**config.mk**
```make
export PLATFORM = sky130hd
export DESIGN_NAME = vga_capture
export DESIGN_NICKNAME = d
export VERILOG_FILES = /design/src/rtl/vga_capture.sv
export SDC_FILE = /design/constraint.sdc
export NUM_CORES = 1
export LEC_CHECK = 0
export CAP_MARGIN = 0
export CORE_UTILIZATION = 44
export DETAILED_ROUTE_END_ITERATION = 12
export PLACE_DENSITY = 0.66
export SLEW_MARGIN = 10
export SYNTH_ARGS = -nofsm -noshare
export SYNTH_HDL_FRONTEND = slang
export SYNTH_SLANG_ARGS = --single-unit
```
**constraint.sdc**
```tcl
create_clock -name clk -period 6.5 [get_ports clk]
set_input_delay 1.3 -clock clk [delete_from_list [all_inputs] [get_ports clk]]
set_output_delay 1.3 -clock clk [all_outputs]
set_load 0.02 [all_outputs]
```
**src/rtl/vga_capture.sv**
```systemverilog
// VGA receiver: recovers pixel timing from the incoming sync edges and emits each
// active pixel as 4-bit grayscale with its (x, y) coordinate on a one-cycle strobe.
module vga_capture #(
  parameter int CLKS_PER_PIXEL = 4,
  parameter int H_ACTIVE_START = 144,
  parameter int H_ACTIVE       = 640,
  parameter int H_TOTAL        = 800,
  parameter int V_ACTIVE_START = 34,
  parameter int V_ACTIVE       = 480,
  parameter int V_TOTAL        = 525
) (
  input  logic       clk,
  input  logic       reset,
  input  logic [3:0] vga_r,
  input  logic [3:0] vga_g,
  input  logic [3:0] vga_b,
  input  logic       hsync,
  input  logic       vsync,
  output logic       pixel_valid,
  output logic [9:0] pixel_x,
  output logic [9:0] pixel_y,
  output logic [3:0] pixel_gray,
  output logic       frame_start,
  output logic       frame_done,
  output logic       locked
);

  localparam int PW = $clog2(CLKS_PER_PIXEL);
  localparam logic [PW-1:0] PH_LAST   = PW'(CLKS_PER_PIXEL - 1);
  localparam logic [PW-1:0] PH_SAMPLE = PW'(CLKS_PER_PIXEL / 2);
  localparam logic [9:0] CNT_MAX = 10'd1023;
  localparam logic [9:0] H_LO    = 10'(H_ACTIVE_START);
  localparam logic [9:0] H_HI    = 10'(H_ACTIVE_START + H_ACTIVE);
  localparam logic [9:0] V_LO    = 10'(V_ACTIVE_START);
  localparam logic [9:0] V_HI    = 10'(V_ACTIVE_START + V_ACTIVE);
  localparam logic [9:0] H_LOST  = 10'(H_TOTAL + 8);
  localparam logic [9:0] V_LOST  = 10'(V_TOTAL + 2);
  localparam logic [9:0] X_LAST  = 10'(H_ACTIVE - 1);
  localparam logic [9:0] Y_LAST  = 10'(V_ACTIVE - 1);

  typedef enum logic {UNLOCKED = 1'b0, LOCKED = 1'b1} state_t;

  state_t        state;
  logic [3:0]    r_s1, g_s1, b_s1;
  logic          hs_s1, vs_s1, hs_s2, vs_s2;
  logic [PW-1:0] phase;
  logic [9:0]    h_count, v_count;
  logic          vs_pending, v_seen;

  logic       hs_fall, vs_fall, consume, h_active, v_active, sample, lost;
  logic [5:0] gray_sum;
  logic [9:0] x_rel, y_rel;

  assign hs_fall  = hs_s2 & ~hs_s1;
  assign vs_fall  = vs_s2 & ~vs_s1;
  assign consume  = hs_fall & vs_pending;
  assign h_active = (h_count >= H_LO) && (h_count < H_HI);
  assign v_active = (v_count >= V_LO) && (v_count < V_HI);
  assign sample   = (state == LOCKED) && (phase == PH_SAMPLE) && h_active && v_active;
  assign lost     = (h_count >= H_LOST) || (v_seen && (v_count >= V_LOST));
  assign gray_sum = {2'b00, r_s1} + {1'b0, g_s1, 1'b0} + {2'b00, b_s1};
  assign x_rel    = h_count - H_LO;
  assign y_rel    = v_count - V_LO;

  // The lock state is the only FSM state, so locked doubles as its debug view.
  assign locked = (state == LOCKED);

  // pixel_valid is a bare strobe: no backpressure, consumers must take every pulse.
  always_ff @(posedge clk or posedge reset) begin
    if (reset) begin
      state       <= UNLOCKED;
      r_s1        <= '0;
      g_s1        <= '0;
      b_s1        <= '0;
      hs_s1       <= 1'b0;
      vs_s1       <= 1'b0;
      hs_s2       <= 1'b0;
      vs_s2       <= 1'b0;
      phase       <= '0;
      h_count     <= '0;
      v_count     <= '0;
      vs_pending  <= 1'b0;
      v_seen      <= 1'b0;
      pixel_valid <= 1'b0;
      pixel_x     <= '0;
      pixel_y     <= '0;
      pixel_gray  <= '0;
      frame_start <= 1'b0;
      frame_done  <= 1'b0;
    end else begin
      r_s1  <= vga_r;
      g_s1  <= vga_g;
      b_s1  <= vga_b;
      hs_s1 <= hsync;
      vs_s1 <= vsync;
      hs_s2 <= hs_s1;
      vs_s2 <= vs_s1;

      if (hs_fall) begin
        phase   <= '0;
        h_count <= '0;
      end else if (phase == PH_LAST) begin
        phase <= '0;
        if (h_count != CNT_MAX) h_count <= h_count + 10'd1;
      end else begin
        phase <= phase + PW'(1);
      end

      if (hs_fall) begin
        if (vs_pending) begin
          v_count <= '0;
          v_seen  <= 1'b1;
        end else if (v_count != CNT_MAX) begin
          v_count <= v_count + 10'd1;
        end
      end

      // A vsync fall in the same cycle as the consuming hsync fall re-arms the flag.
      if (vs_fall)      vs_pending <= 1'b1;
      else if (consume) vs_pending <= 1'b0;

      case (state)
        UNLOCKED: if (consume) state <= LOCKED;
        LOCKED:   if (lost)    state <= UNLOCKED;
        default:               state <= UNLOCKED;
      endcase

      pixel_valid <= sample;
      frame_start <= sample && (x_rel == 10'd0) && (y_rel == 10'd0);
      frame_done  <= sample && (x_rel == X_LAST) && (y_rel == Y_LAST);
      if (sample) begin
        pixel_x    <= x_rel;
        pixel_y    <= y_rel;
        pixel_gray <= gray_sum[5:2];
      end
    end
  end

endmodule

```
# --- After elaboration in Yosys (flattened, before gate mapping) ---
# Cells that the tools add are included.
word_totals:
  word_cells: 76
  register_bits: 68
  out_inout_bits: 28
classes:
  eq_ne: 6
  n_lt_le_gt_ge: 6
  add_sub_neg: 7
  muxes: 12
  n_reduce_logical: 20
  n_bitwise: 6
ops:
  columns: ["op", "count"]
  rows:
  - ["2-to-1 mux 10 bit", 5]
  - ["adder 10 x 1 -> 10 bit (second input constant)", 2]
  - ["greater-or-equal comparator 10 bit (second input constant)", 2]
  - ["zero test 10 bit", 2]
  - ["< comparator 10 bit (second input constant)", 2]
  - ["inequality test 10 bit (second input constant)", 2]
  - ["== test 10 bit (second input constant)", 1]
  - ["== test 10 x 9 -> 1 bit (second input constant)", 1]
  - ["greater-or-equal comparator 10 x 6 -> 1 bit (second input constant)", 1]
  - ["greater-or-equal comparator 10 x 8 -> 1 bit (second input constant)", 1]
  - ["logical AND 1 bit", 10]
  - ["subtractor 10 x 6 -> 10 bit (second input constant)", 1]
  - ["subtractor 10 x 8 -> 10 bit (second input constant)", 1]
  - ["nonzero test 2 bit", 4]
  - ["adder 4 x 5 -> 6 bit", 1]
  - ["adder 6 x 4 -> 6 bit", 1]
  - ["AND reduction 2 bit", 3]
  - ["== test 2 bit (second input constant)", 2]
  - ["2-to-1 mux 1 bit", 4]
  - ["2-to-1 mux 2 bit", 2]
  - ["AND 1 bit", 3]
  - ["inverter 1 bit", 3]
  - ["adder 2 x 1 -> 2 bit (second input constant)", 1]
  - ["one-hot mux 1 bit (2 select lines)", 1]
  - ["logical OR 1 bit", 1]

# --- Depth between registers and ports, before layout ---
# Gate-level depths: netlist of the first run.
logic_depth:
  word_depth: 6
  depth_mapped: 9
  mapped_depth_nobuf: 7

# --- Worst setup path before layout of the first run ---
# OpenSTA, ideal clock, no wires.
synth_timing:
  path_type: "register to register"
  start: "reg v_count[2]"
  end: "reg frame_start"
  period_less_slack_ns: 2.281
  setup_ns: 0.096
  path_stages_with_launch: 10
  slack_ns: 4.219
  required_ns: 6.404
  n_path_buf: 2
  arrival_ns: 2.185
  cell_sequence: "dfrtp_1 -> clkbuf_1 -> inv_1 -> ha_1 -> or3b_1 -> clkbuf_2 -> a21oi_1 -> xor2_1 -> or4_1 -> nor4_2"
synth_via:
  elab_chain_len: 5
synth_rtl:
  columns: ["item", "line_no", "text"]
  rows:
  - ["from (decl)", "47", "logic [9:0] h_count, v_count;"]
  - ["from (signal assigned)", "114", "v_count <= v_count + 10'd1;"]
  - ["branches (longest 4 deep; another with subtractor 10 x 6 -> 10 bit)", null, null]
  - ["logical AND 1 bit *", "129", "frame_start <= sample && (x_rel == 10'd0) && (y_rel == 10'd0);"]
  - ["to (signal assigned)", "129", null]
  - ["to (decl)", "23", "output logic frame_start,"]
# Every way passes the cells marked *.
# A chain may end at the register's enable or synchronous reset.

# --- Final worst setup path of the first run ---
layout_timing:
  start: "reg state, in the netlist locked"
  end: "out locked"
layout_rtl:
  columns: ["item", "line_no", "text"]
  rows:
  - ["from (decl)", "43", "state_t state;"]
  - ["from (signal assigned)", "71", "state <= UNLOCKED;"]
  - ["from (signal assigned)", "123", "UNLOCKED: if (consume) state <= LOCKED;"]
  - ["from (signal assigned)", "124", "LOCKED: if (lost) state <= UNLOCKED;"]
  - ["to (decl)", "25", "output logic locked"]
# No word-level cell between the ends.

==> out/results.ini, run 1 <==
[status]
status = finished, final reports clean

[routing]
wl_per_cell_um = 13.99
vias_per_cell = 5.018
drt-initial-drc-count = 103
first_pass_iters = 4
ant_nets = 0
vias = 2283
drc = 0
wirelength_um = 6367

[cells_and_area]
layout_commonest_cell = dfrtp_1
nFillCells = 666
final_layout_size_suffix_gt1_frac = 0.1445
antenna_cells = 0
final_cell_mix = 68 x dfrtp_1, 43 x clkdlybuf4s50_1, 27 x nor2_1, 20 x xnor2_1, 19 x nand2_1
fin_cells = 455
fin_nets = 385
seq_area_mm2 = 0.001702
multi_input_area_mm2 = 0.001647
synthToLayoutAreaGrowth_pct = 18.23

[logic_synthesis]
synth_ff_type = dfrtp_1
yosysTopAreaCellShare = 0.4824
synth_top_area_cell = dfrtp_1
syn_avg_cell_area_um2 = 11.38
yosysWarnings = 0
synth-seq-cells = 68
ys_seq_area_frac = 0.4824
synth_area_leaders = dfrtp_1 48%, mux2_4 6.8%, ha_1 6.0%
synth_area_mm2 = 0.003527
synth_cell_types = 50
synth_edf_count = 0
synthesis.nets = 347
postSynthCellCount = 310
synth-async-reset-ratio = 1.000

[sta]
setup_viol = 0
hold_ws_ns = 0.3809
min_period_over_period = 0.4123
finalSetupTns_ns = 0
fmax_ghz = 0.3731
min_period_ns = 2.680
rsz0062_at_grt = no
final.setup.worst_slack_ns = 3.820
clock_skew_ns = 0.006469
slew-limit-headroom = 0.4439
worst_slew_pin_slew_ns = 0.8342
final_max_slew_viol_count = 0
hold_violations = 0

[clocking]
cts.path.max_buffers = 2
path_clk_slew_ns = 0.07
tritoncts = yes
clk_latency_ns = 0.35
cts.sinks = 68
cts_made_buffers = 9
post_cts_buffers = 0
cts_resized = 0
htreeDepth = 3
cts_hold_buf = 0
cts_root_buf = clkbuf_8

[critical_path]
cp-end-kind = output pin
required_ns = 5.20
worstPathCellList = clkdlybuf4s50_1
cp-start-kind = register
crit_family = buffers and inverters
critPathKind = reg2out
cp_num_cells = 1
r2r-end = pixel_y[3]
cpPeakStageDelay_ns = 0.63
r2r_start = h_count[5]
crit_start = locked
worstSetupEndpoint = locked
cp_slowest_cell = clkdlybuf4s50_1
arrival_ns = 1.38
reg2reg_setup_slack_ns = 4.04
critical_path.max_fanout = 4
r2r_cells = 7
cp_num_buf_inv = 1

[global_routing]
grt_util_all_layers = 0.1688
antenna_found_initial = 0
grt.overflow.total = 0
grt_pass1_wl_um = 10740
grt_pass1_vias = 2079
grt_max_degree = 69

[place]
dp_hpwl_um = 4470
dp_slack_ns = 4.007
portBuffers = 43
place.gp.congestion = 0.8047
dp.cells = 439

[power]
leakage_uw = 0.001950
p_per_area_mw_per_mm2 = 221.2
vdd_drop_max_v = 0.0001371

[floorplanning]
die-area_mm2 = 0.008379
core_mm2 = 0.007727
chipWidth_um = 91.54
num_io_pins = 44
rows = 32
die_y_um = 91.54
initial_core_util = 0.4564

[job]
drv_cap = 0

[hold_path]
min_path_type = reg2reg

-- sequential cells by signal, indices dropped and copies added, names as in the netlist --
name	flops
pixel_x	10
h_count	10
r_s1	4
g_s1	4
frame_start	1
v_count	10
hs_s1	1
vs_pending	1
locked	1
pixel_y	10
b_s1	4
frame_done	1
pixel_gray	4
vs_s1	1
vs_s2	1
hs_s2	1
pixel_valid	1
v_seen	1
phase	2
-- report_power, final --
group | leakage [uW] | switching, uW | internal [uW]
clock network | 0.0000920 | 167 | 148
logic | 0.000963 | 73.3 | 58.9
registers | 0.000895 | 29.8 | 446
-- routing by layer --
| metal | track usage | vias up | routed length (um) |
|---|---|---|---|
| met3 | 0.04271 | 10 | 256 |
| met2 | 0.2256 | 42 | 2773 |
| li1 | - | 1132 | - |
| met1 | 0.2507 | 1099 | 3222 |
| met4 | 0.08333 | 0 | 114 |
| met5 | 0 | - | 0 |
-- worst min-delay path by stage --
stage,startpoint,end,slack (ns),cells past startpoint
6_report,vs_s1,vs_s2,0.38,0
5_1_grt,hs_s1,hs_s2,0.40,0
4_1_cts,vs_s1,vs_s2,0.39,0
3_5_place_dp,vs_s1,vs_s2,0.37,0
3_3_place_gp,vs_s1,vs_s2,0.36,0
2_1_floorplan,hs_s1,hs_s2,0.35,0
-- stage by stage --
stage | util | total power [uW] | cell area (um2)
6_report | 0.5397 | 922.7 | 4170
5_1_grt | 0.5397 | 975.3 | 4170
4_1_cts | 0.5397 | 934.1 | 4170
3_5_place_dp | 0.5167 | 619.1 | 3993
3_3_place_gp | 0.5167 | 613.5 | 3993
2_1_floorplan | - | 573.2 | 3527
-- cells in the mapped netlist, types with 3 or more instances --
cell type and number:
ha_1 17, mux2_4 16, nand3_1 8, buf_2 6, a21oi_1 10, a31oi_1 4
nand2_1 19, nor4_1 3, clkbuf_1 5, inv_1 19, xor2_1 7, nor2_1 27
o21ai_0 4, mux2_2 4, nor3_1 11, dfrtp_1 68, fa_1 4, or3_1 6
nand3b_1 4, buf_6 4, nand4_1 4, o22ai_1 3, xnor2_1 20
-- final cells by class --
type                            count  share of cell area
Sequential cell                    68              0.4080
Multi-Input combinational cell    205              0.3948
Timing Repair Buffer               45              0.1068
Clock buffer                       10             0.03300
Tap cell                          102             0.03060
Inverter                           19             0.01710
Clock inverter                      6            0.009601
-- cells by family after synthesis --
family	after synthesis	share of synthesized area
xor gates and xnor gates	27	0.06705
adders and majority gates	21	0.08301
AOI/OAI and AO/OA	36	0.08017
muxes	22	0.08655
buffers and inverters	37	0.05073
DFF	68	0.4824
and+or+nand+nor	99	0.1501
Note: power is estimated with default switching activity, not from simulation.
==> inputs of run 2 (changes only) <==
==> constraint.sdc (replaced) <==
create_clock -name clk -period 2.6 [get_ports clk]
set_input_delay 0.52 -clock clk [delete_from_list [all_inputs] [get_ports clk]]
set_output_delay 0.52 -clock clk [all_outputs]
set_load 0.02 [all_outputs]
==> run 2 against run 1 <==
Net effect: sequential share of layout area shrank 0.91 points; sequential power increased by 150%; clock skew rose by 0.0046 ns; utilization rose by 1.2 points; final cell count up 1.1%; die area is the same; flip-flop and latch count is the same; via count increased by 2.0%; clock-buffer cell count shrank 1; worst setup slack got worse by 3.6 ns; critical path type is now reg2reg; highest routed layer unchanged.
==> out/results.ini, run 2 (synthesized netlist as in run 1, its figures left out) <==
[critical_path]
worstSetupEndpoint = frame_start  ; was locked
r2r_cells = 7  ; unchanged
crit_start = v_count[2]  ; was locked
cp-start-kind = register  ; unchanged
arrival_ns = 2.60  ; was 1.38 ns
critical_path.max_fanout = 8  ; was 4
required_ns = 2.86  ; was 5.20 ns
r2r-end = frame_start  ; was pixel_y[3]
r2r_start = v_count[2]  ; was h_count[5]
critPathKind = reg2reg  ; was reg2out
reg2reg_setup_slack_ns = 0.26  ; was 4.04 ns
cp-end-kind = register  ; was output pin

[clocking]
cts_hold_buf = 0  ; unchanged
cts_resized = 0  ; unchanged
tritoncts = yes  ; unchanged
cts.sinks = 68  ; unchanged
post_cts_buffers = 0  ; unchanged
cts_root_buf = clkbuf_8  ; unchanged
htreeDepth = 3  ; unchanged
cts_made_buffers = 9  ; unchanged
cts.path.max_buffers = 2  ; unchanged
clk_latency_ns = 0.35  ; about the same
path_clk_slew_ns = 0.08  ; was 0.07 ns

[power]
p_per_area_mw_per_mm2 = 584.5  ; was 221.2 mW/mm2
vdd_drop_max_v = 0.0003699  ; was 0.0001371 V
leakage_uw = 0.001997  ; was 0.001950 uW

[routing]
vias_per_cell = 5.061  ; was 5.018
drt-initial-drc-count = 156  ; was 103
first_pass_iters = 4  ; unchanged
wirelength_um = 6504  ; was 6367 um
ant_nets = 0  ; unchanged
drc = 0  ; unchanged
vias = 2328  ; was 2283
wl_per_cell_um = 14.14  ; was 13.99 um

[global_routing]
antenna_found_initial = 0  ; unchanged
grt_pass1_wl_um = 11250  ; was 10740 um
grt_max_degree = 38  ; was 69
grt_util_all_layers = 0.1739  ; was 0.1688
grt_pass1_vias = 2294  ; was 2079
grt.overflow.total = 0  ; unchanged

[sta]
min_period_ns = 2.337
final.setup.worst_slack_ns = 0.2635  ; was 3.820 ns
setup_viol = 0  ; unchanged
slew-limit-headroom = 0.5304  ; was 0.4439
finalSetupTns_ns = 0  ; unchanged
worst_slew_pin_slew_ns = 0.7002  ; was 0.8342 ns
hold_violations = 0  ; unchanged
clock_skew_ns = 0.01111  ; was 0.006469 ns
fmax_ghz = 0.4280
rsz0062_at_grt = no  ; unchanged
final_max_slew_viol_count = 0  ; unchanged
min_period_over_period = 0.8987

[floorplanning]
die_y_um = 91.54  ; unchanged
num_io_pins = 44  ; unchanged
core_mm2 = 0.007727  ; unchanged
rows = 32  ; unchanged
chipWidth_um = 91.54  ; unchanged
die-area_mm2 = 0.008379  ; unchanged
initial_core_util = 0.4564  ; unchanged

[cells_and_area]
layout_commonest_cell = dfrtp_1  ; unchanged
final_cell_mix = 68 x dfrtp_1, 43 x clkdlybuf4s50_1, 27 x nor2_1, 20 x xnor2_1, 19 x nand2_1  ; unchanged
fin_area_mm2 = 0.004265  ; was 0.004170 mm2
synthToLayoutAreaGrowth_pct = 20.93  ; was 18.23%
fin_nets = 390  ; was 385
final_layout_size_suffix_gt1_frac = 0.1564  ; was 0.1445
antenna_cells = 0  ; unchanged

[place]
placed_area_mm2 = 0.004043  ; was 0.003993 mm2
dp_slack_ns = 0.2760  ; was 4.007 ns
portBuffers = 43  ; unchanged
dp_hpwl_um = 4691  ; was 4470 um
place.gp.congestion = 0.8598  ; was 0.8047

[job]
drv_cap = 0  ; unchanged

[status]
status = finished, final reports clean  ; unchanged

[hold_path]
min_path_type = reg2reg  ; unchanged
holdPathStages = 0  ; unchanged

-- run 2: cell types whose count changed in the layout (fill, tap and decap cells not counted), sizes merged --
cell,previous run,this run
clkinv,5,3
bufinv,0,2
clkbuf,10,9
buf,2,7
inv,19,20
-- run 2: worst max-delay path: stages (launching register included) --
cell and delay, ns:
dfrtp_1 0.49, inv_1 0.12, ha_1 0.18, or3b_1 0.44, a21oi_1 0.21, xor2_1 0.12
or4_1 0.55, nor4_2 0.15
-- run 2: layer usage --
layer	share of wire	wire length, um	global-route usage	vias up
li1	-	-	-	1141
met1	0.49	3199	0.2491	1125
met2	0.45	2936	0.2513	52
met3	0.044	285	0.05360	10
met4	0.012	81	0.05291	0
met5	0	0	0	-
-- run 2: final cells by class --
| class | count | area (um2) |
|---|---|---|
| Clock inverter | 7 | 98.84 |
| Sequential cell | 68 | 1702 |
| Fill cell | 658 | 3462 |
| Clock buffer | 9 | 123.9 |
| Inverter | 19 | 71.32 |
| Tap cell | 102 | 127.6 |
| Multi-Input combinational cell | 205 | 1647 |
| Timing Repair Buffer | 50 | 495.5 |
-- run 2: worst min-delay path by stage --
stage	startpoint	to	slack, ns
6_report	vs_s1	vs_s2	0.38
5_1_grt	vs_s1	vs_s2	0.40
4_1_cts	hs_s1	hs_s2	0.39
3_5_place_dp	hs_s1	hs_s2	0.37
3_3_place_gp	hs_s1	hs_s2	0.36
2_1_floorplan	hs_s1	hs_s2	0.35
-- run 2: stage by stage --
stage | hold slack [ns] | cells | util | total power (uW)
2_1_floorplan | 0.3543 | 310 | - | 1433
3_3_place_gp | 0.3619 | 444 | 0.5232 | 1542
3_5_place_dp | 0.3684 | 444 | 0.5232 | 1553
4_1_cts | 0.3860 | 460 | 0.5520 | 2536
5_1_grt | 0.3989 | 460 | 0.5520 | 2638
6_report | 0.3820 | 460 | 0.5520 | 2493
-- run 2: power breakdown --
group	switching, uW	internal, uW	leakage, uW	total, uW
clock	423	544	0.000110	967
combinational	191	155	0.000992	345
sequential	65.4	1110	0.000895	1180
